$ cat src/rtl/stream_mux_pkg.sv
// stream_mux_pkg: shared types and constants for the stream_mux block.
//   mode_e      : arbitration mode (MODE_FIXED = 0, MODE_RR = 1)
//   XFER_CNT_W  : width of the optional output-transfer counter
package stream_mux_pkg;

  typedef enum logic {
    MODE_FIXED = 1'b0,
    MODE_RR    = 1'b1
  } mode_e;

  localparam int XFER_CNT_W = 32;

endpackage

$ cat src/rtl/stream_mux_rr.sv
// rr_arbiter: round-robin grant selection for stream_mux.
// Searches upward from rr_ptr (wrapping at NCH-1) for the first valid
// channel.  rr_ptr moves to grant+1 (wrapping to 0 at NCH) only when the
// parent reports a round-robin transfer through 'advance'.
// Ports:
//   clk, rst_n  : clock, synchronous active-low reset (clears rr_ptr)
//   valid       : per-channel request
//   advance     : a round-robin transfer on 'grant' happens this edge
//   grant_vld   : at least one channel is requesting
//   grant       : index of the selected channel
module rr_arbiter #(
  parameter int NCH   = 4,
  parameter int SEL_W = $clog2(NCH)
) (
  input  logic             clk,
  input  logic             rst_n,
  input  logic [NCH-1:0]   valid,
  input  logic             advance,
  output logic             grant_vld,
  output logic [SEL_W-1:0] grant
);

  logic [SEL_W-1:0] rr_ptr;

  // Walk offsets from highest to lowest so the smallest offset from rr_ptr
  // is the last writer and therefore wins.
  always_comb begin
    int idx;
    idx       = 0;
    grant_vld = 1'b0;
    grant     = '0;
    for (int i = NCH - 1; i >= 0; i--) begin
      idx = int'(rr_ptr) + i;
      if (idx >= NCH) idx = idx - NCH;
      if (valid[SEL_W'(idx)]) begin
        grant_vld = 1'b1;
        grant     = SEL_W'(idx);
      end
    end
  end

  // Explicit compare against NCH-1 so non-power-of-two NCH wraps correctly.
  always_ff @(posedge clk) begin
    if (!rst_n) begin
      rr_ptr <= '0;
    end else if (advance) begin
      rr_ptr <= (int'(grant) == NCH - 1) ? '0 : grant + SEL_W'(1);
    end
  end

endmodule

$ cat src/rtl/stream_mux.sv
// stream_mux: N-channel to 1 stream multiplexer with a single registered
// output stage (EMPTY/FULL), fixed-select or round-robin arbitration.
// Optional feature: define STREAM_MUX_STATS_EN to add o_xfer_cnt, a
// saturating count of output transfers.
// Ports:
//   i_clk, i_rst_n : clock, synchronous active-low reset
//   i_data/i_valid : NCH input channels (channel k at [k*WIDTH +: WIDTH])
//   o_ready        : per-channel ready, combinational, one-hot or zero
//   i_mode         : 0 fixed select via i_ctrl, 1 round-robin
//   i_ctrl         : selected channel in fixed mode (>= NCH: no grant)
//   o_data/o_valid : registered output word and valid
//   i_ready        : downstream ready
//   o_ch           : source channel of o_data
//   o_xfer_cnt     : output transfer count (STREAM_MUX_STATS_EN only)
module stream_mux
  import stream_mux_pkg::*;
#(
  parameter int WIDTH = 16,
  parameter int NCH   = 4,
  parameter int SEL_W = $clog2(NCH)
) (
  input  logic                 i_clk,
  input  logic                 i_rst_n,
  input  logic [NCH*WIDTH-1:0] i_data,
  input  logic [NCH-1:0]       i_valid,
  output logic [NCH-1:0]       o_ready,
  input  logic                 i_mode,
  input  logic [SEL_W-1:0]     i_ctrl,
  output logic [WIDTH-1:0]     o_data,
  output logic                 o_valid,
  input  logic                 i_ready,
  output logic [SEL_W-1:0]     o_ch
`ifdef STREAM_MUX_STATS_EN
  ,
  output logic [XFER_CNT_W-1:0] o_xfer_cnt
`endif
);

  mode_e            mode;
  logic             can_load;
  logic             grant_vld;
  logic [SEL_W-1:0] grant;
  logic             rr_vld;
  logic [SEL_W-1:0] rr_grant;
  logic             sel_valid;
  logic [WIDTH-1:0] sel_data;
  logic             load;
  logic             advance;

  logic             vld_p1;
  logic [WIDTH-1:0] data_p1;
  logic [SEL_W-1:0] ch_p1;

  assign mode = mode_e'(i_mode);

  rr_arbiter #(
    .NCH   (NCH),
    .SEL_W (SEL_W)
  ) u_rr (
    .clk       (i_clk),
    .rst_n     (i_rst_n),
    .valid     (i_valid),
    .advance   (advance),
    .grant_vld (rr_vld),
    .grant     (rr_grant)
  );

  // Stage 0: grant selection and input handshake
  always_comb begin
    can_load  = !vld_p1 || i_ready;
    grant_vld = 1'b0;
    grant     = i_ctrl;
    if (mode == MODE_RR) begin
      grant_vld = rr_vld;
      grant     = rr_grant;
    end else begin
      // Widen before comparing so power-of-two NCH does not give a constant compare.
      grant_vld = (int'(i_ctrl) < NCH);
    end

    o_ready   = '0;
    sel_valid = 1'b0;
    sel_data  = '0;
    for (int k = 0; k < NCH; k++) begin
      if (SEL_W'(k) == grant) begin
        o_ready[k] = i_rst_n && can_load && grant_vld;
        sel_valid  = i_valid[k];
        sel_data   = i_data[k*WIDTH +: WIDTH];
      end
    end

    load    = i_rst_n && can_load && grant_vld && sel_valid;
    advance = load && (mode == MODE_RR);
  end

  // Stage 1: output register
  always_ff @(posedge i_clk) begin
    if (!i_rst_n) begin
      vld_p1  <= 1'b0;
      data_p1 <= '0;
      ch_p1   <= '0;
    end else if (load) begin
      vld_p1  <= 1'b1;
      data_p1 <= sel_data;
      ch_p1   <= grant;
    end else if (i_ready) begin
      vld_p1  <= 1'b0;
    end
  end

  assign o_valid = vld_p1;
  assign o_data  = data_p1;
  assign o_ch    = ch_p1;

`ifdef STREAM_MUX_STATS_EN
  logic [XFER_CNT_W-1:0] xfer_cnt;

  function automatic logic [XFER_CNT_W-1:0] sat_inc(input logic [XFER_CNT_W-1:0] v);
    return (v == '1) ? v : v + XFER_CNT_W'(1);
  endfunction

  always_ff @(posedge i_clk) begin
    if (!i_rst_n) begin
      xfer_cnt <= '0;
    end else if (vld_p1 && i_ready) begin
      xfer_cnt <= sat_inc(xfer_cnt);
    end
  end

  assign o_xfer_cnt = xfer_cnt;
`endif

endmodule

$ cat config.mk
export PLATFORM = sky130hd
export DESIGN_NAME = stream_mux
export DESIGN_NICKNAME = d
export VERILOG_FILES = /design/src/rtl/stream_mux_pkg.sv /design/src/rtl/stream_mux_rr.sv /design/src/rtl/stream_mux.sv
export SDC_FILE = /design/constraint.sdc
export NUM_CORES = 1
export LEC_CHECK = 0
export ABC_CLOCK_PERIOD_IN_PS = 2200
export CELL_PAD_IN_SITES_DETAIL_PLACEMENT = 1
export CELL_PAD_IN_SITES_GLOBAL_PLACEMENT = 1
export CORE_MARGIN = 1.5
export CORE_UTILIZATION = 25
export CTS_BUF_LIST = sky130_fd_sc_hd__clkbuf_16
export DETAILED_ROUTE_END_ITERATION = 7
export PLACE_DENSITY = 0.92
export SLEW_MARGIN = 5
export SYNTH_ARGS = -nofsm -noshare
export SYNTH_HDL_FRONTEND = slang
export SYNTH_SLANG_ARGS = --single-unit
$ cat constraint.sdc
create_clock -name i_clk -period 2.2 [get_ports i_clk]
set_input_delay 0.44 -clock i_clk [delete_from_list [all_inputs] [get_ports i_clk]]
set_output_delay 0.44 -clock i_clk [all_outputs]
set_load 0.01 [all_outputs]
Word-level counts from Yosys, hierarchy flattened
Cells that the tools add are included.
{"block": "word_totals", "output_inout_bits": 23, "reg_bits": 21, "inputBits": 74, "wordCells": 73}
{"block": "op_classes", "n_reduce_logical": 8, "n_eq_ne": 4, "add_sub_neg": 8, "muxes": 41, "order_cmp": 8}
{"operator": "2-to-1 mux 16 bit", "n": 4}
{"operator": "2-to-1 mux 1 bit", "n": 23}
{"operator": "2-to-1 mux 2 bit", "n": 10}
{"operator": "< comparator 2 x 4 -> 1 bit (second input constant)", "n": 4}
{"operator": "greater-or-equal comparator 3 bit (second input constant)", "n": 3}
{"operator": "binary-select mux 1 bit (select 2 bit)", "n": 4}
{"operator": "subtractor 2 x 1 -> 2 bit (second input constant)", "n": 4}
{"operator": "adder 2 x 2 -> 3 bit (second input constant)", "n": 2}
{"operator": "== test 2 bit (first input constant)", "n": 2}
{"operator": "logical AND 1 bit", "n": 4}
{"operator": "adder 2 x 1 -> 3 bit (second input constant)", "n": 1}
{"operator": "greater-or-equal comparator 2 x 3 -> 1 bit (second input constant)", "n": 1}
{"operator": "adder 2 x 1 -> 2 bit (second input constant)", "n": 1}
{"operator": "== test 1 x 2 -> 1 bit (first input constant)", "n": 1}
{"operator": "== test 2 x 1 -> 1 bit (second input constant)", "n": 1}
{"operator": "logical NOT 2 bit", "n": 1}
{"operator": "nonzero test 2 bit", "n": 1}
{"operator": "logical NOT 1 bit", "n": 1}
{"operator": "logical OR 1 bit", "n": 1}

Depth between registers and ports, before layout
{"block": "depth", "ltp_word": 18, "ltp_mapped": 8, "mapped_depth_nobuf": 6}

Hierarchy
A second synthesis with hierarchy kept.
{"block": "hier_totals", "cells_unflattened": 185, "hier_area_um2": 1665.3}
{"mod": "stream_mux", "area_per_inst_um2": 1503.9, "seq_area_each_um2": 380.4, "cells_each": 163, "n_inst": 1}
{"mod": "rr_arbiter", "area_per_inst_um2": 161.4, "seq_area_each_um2": 40.0, "cells_each": 22, "n_inst": 1}

Least setup slack after synthesis
Ideal clock, no wire load.
{"block": "synth_timing", "path_type": "in2out", "from": "input i_mode", "to": "output o_ready[1]", "n_path_buf": 3, "required_time_ns": 1.760, "path_slack_ns": 0.061, "path_stages": 6, "t_arrival_ns": 1.699, "path_cell_list": "buf_2 -> nand2b_1 -> clkbuf_1 -> clkbuf_1 -> nand2_1 -> nor3b_1"}
{"block": "synth_via", "elab_chain_cells": 3, "word_cells_on_any_way": 5, "classes_between": "1 x eq/ne; 3 x mux; 1 x reduce/logical"}
{"item": "from (decl)", "line": "stream_mux.sv:27", "text": "input logic i_mode,"}
{"item": "2-to-1 mux 2 bit / 2-to-1 mux 1 bit (equally long branches)", "line": "stream_mux.sv:73", "text": "if (mode == MODE_RR) begin"}
{"item": "== test 1 x 2 -> 1 bit / logical AND 1 bit (equally long branches)", "line": "stream_mux.sv:85, stream_mux.sv:86"}
{"item": "2-to-1 mux 1 bit (*)", "line": "stream_mux.sv:85", "text": "if (SEL_W'(k) == grant) begin"}
{"item": "to (decl)", "line": "stream_mux.sv:26", "text": "output logic [NCH-1:0] o_ready,"}
Mark *: on every way between the ends. The rest lies on a longest branch, timed or not.

Worst setup path in the final report
{"block": "layout_timing", "from": "input i_ready", "to": "output o_ready[1]"}
{"block": "layout_via", "elab_chain_cells": 4}
{"item": "from (decl)", "line": "stream_mux.sv:31", "text": "input logic i_ready,"}
{"item": "logical OR 1 bit", "line": "stream_mux.sv:70", "text": "can_load = !vld_p1 || i_ready;"}
{"item": "logical AND 1 bit (2 in series)", "line": "stream_mux.sv:86", "text": "o_ready[k] = i_rst_n && can_load && grant_vld;"}
{"item": "2-to-1 mux 1 bit", "line": "stream_mux.sv:85"}
Every way passes these cells.

==> summary.txt <==
Antenna cell count = 0
F_max = 0.4640 GHz
Total Nets Final = 417
Register area share after synthesis = 25.47%
Peak VDD IR = 324.6 uV
Starting density of the core = 25.99%
Fin cells = 419
Area growth syn-to-layout = 76.72%
Total CTS buffers = 3
Post-Place Worst Slack = -0.7343 ns
Post-synth EDFFs = 0
Largest family of logic cells by synthesized area = compound AO/OA/AOI/OAI gates
Yosys reg bits = 21
CTS clk-pin slew, worst paths = 0.06 ns
Post-synthesis mux area share = 2.426%
Antenna violations before repair = 0
TritonCTS clock tree = yes
Hold slack = 0.4675 ns
Leading cell types in the layout, fill and taps excluded = clkdlybuf4s50_1, a21oi_1, nand2_1
Iter 0 DRT Violations = 48
Clk pwr share = 26.2%
Area leader, netlist = dfxtp_1
Power Internal = 1.034 mW
CP Class = input port to output pin
Crit path DAT = 1.72 ns
Ys async rst share = 0%
P per Cell Area = 524.9 nW/um^2
# DRC = 0
Leakage = 1.122 nW
Core box area = 6350 um^2
Ys flop type = dfxtp_1
Synth area leaders = dfxtp_1, a21oi_1, a32o_1
GRT Overall Usage = 20.35%
Routed Antenna Nets = 0
Slew Limit Fails = 0
Top-area cell type share of the netlist area = 25.47%
Core Rows = 29
Clk_lat worst skew = 0.26 ns
Cell Area, Placed = 2805 um^2
Sinks on Clock Net = 21
HP Class = register to register
Critical Path RT = 1.76 ns
Reg power frac = 30.5%
# hold bufs at CTS = 0
Largest net degree at the start of global routing = 35
Number of fill cells in the layout = 767
Synth Net Count = 310
Chip Width = 84.25 um
First-pass detailed-route iteration total = 4
Layout cell share with drive strength beyond 1 = 16.96%
Die area = 7098 um^2
Layout Skew = 0.004312 ns
Crit path max fanout = 3
Setup Viol. Count Final = 0
Final WS setup = 0.04486 ns
Placed instance count = 414
Syn_area_per_cell = 6.993 um^2
Post-Syn Area = 1650 um^2
CP startpoint kind = input port
Worst rel slew slack = 49.63%
Gate Count Post-Synth = 236
Slew @ Worst Pin = 0.7521 ns
Final worst-path cycle share = 97.96%
DR vias = 2287
Crit path capture type = output pin
Max Cap Viol = 0
DR vias/cell = 5.458
Synth unique cells = 36
I/O pins = 97
Fin crit period = 2.155 ns
First-pass GRT wire length = 11700 um
Sw power = 0.4965 mW
Syn. warnings = 0
Die Ht = 84.25 um
Post-Synth XOR/XNOR Area = 0.5307%
Synth Area in Adders = 0%
CTS HTree Levels = 1
Simple-gate portion of the synthesized area = 25.85%
Final hold vios = 0
Gate power share = 43.3%
WL final = 7560 um
GP Congestion = 0.8493
Clk root buf = clkbuf_16
HPWL after DPL = 5525 um
Compound-Gate Fraction of Synth Area = 37.68%
Status = complete, no violations
RSZ-0062 raised after global routing = true
Clk buf depth = 2
Buffers on Ports = 96
Mean routed wirelength per cell = 18.04 um
Most common cell after layout, fill and taps aside = clkdlybuf4s50_1
Grt total ovfl = 0
Final Cell Area = 2917 um^2
Vias in the first global route = 2375
Switching Fraction = 32.43%
[metrics by stage]
stage	util (%)	setup TNS [ns]	power, mW
finish	45.93	0	1.531
global route	45.93	-0.04058	1.612
CTS	45.71	0	1.531
detailed placement	44.18	-10.09	1.125
global placement	44.18	-8.830	1.104
floorplan	-	0	0.7665
[worst max-delay path, cell delays in order]
cell	delay (ns)
clkdlybuf4s50_1	0.46
nor2b_1	0.06
a211o_1	0.25
buf_4	0.16
nor3b_2	0.18
buf_2	0.15
[registers in the layout, indices dropped and copies added (netlist names)]
signal / cells
o_ch: 2
u_rr.rr_ptr: 2
o_valid: 1
o_data: 16
[what timing repair did]
action,in CTS,in global routing
buffers inserted,1,1
endpoints found under the setup margin,20,4
pin swaps,1,7
gates resized for setup,35,11
[synth_stat cells (4+ instances only)]
cell type and instances:
mux2i_1 4, dfxtp_1 21, nand3_1 17, nor2_1 10, o21ai_1 16, nand4_1 16, clkbuf_1 9, a32o_1 16
buf_2 7, a21oi_1 52, nand2_1 36
[logic make-up after synthesis]
| family | count (synthesis) |
|---|---|
| AO/OA/AOI/OAI | 96 |
| AND/OR/NAND/NOR | 90 |
| buffers and inverters | 24 |
| flip-flops | 21 |
| multiplexers | 4 |
| XOR/XNOR | 1 |
[layer usage]
layer	wire, um	track usage, %
met1	3319	25.21
met2	3791	37.60
met3	357	3.245
met4	91	3.130
met5	0	0
[final timing paths]
kind	startpoint	to	depth (start not counted)	slack, ns
max	i_ready	o_ready[1]	6	0.04
min	o_data[8]	o_data[8]	1	0.47
max reg2reg	u_rr.rr_ptr[1]	o_data[2]	7	0.23
min reg2reg	o_data[8]	o_data[8]	1	0.47
[area by class of cell]
| class | count | area [um^2] | share of cell area, % |
|---|---|---|---|
| Clock inverter | 1 | 5.005 | 0.1716 |
| Multi-Input combinational cell | 191 | 1160 | 39.77 |
| Inverter | 2 | 7.507 | 0.2574 |
| Sequential cell | 21 | 424.2 | 14.54 |
| Timing Repair Buffer | 124 | 1149 | 39.38 |
| Clock buffer | 3 | 75.07 | 2.574 |
| Tap cell | 77 | 96.34 | 3.303 |
[power groups by stage]
stage                     combinational [mW]  clock, mW  sequential [mW]
after floorplan                        0.276          0            0.490
after global placement                 0.632          0            0.472
after detailed placement               0.652          0            0.473
after CTS                              0.659      0.406            0.465
after global routing                   0.710      0.428            0.474
final                                  0.663      0.401            0.467
No activity file was read; power rests on OpenSTA's default activity.
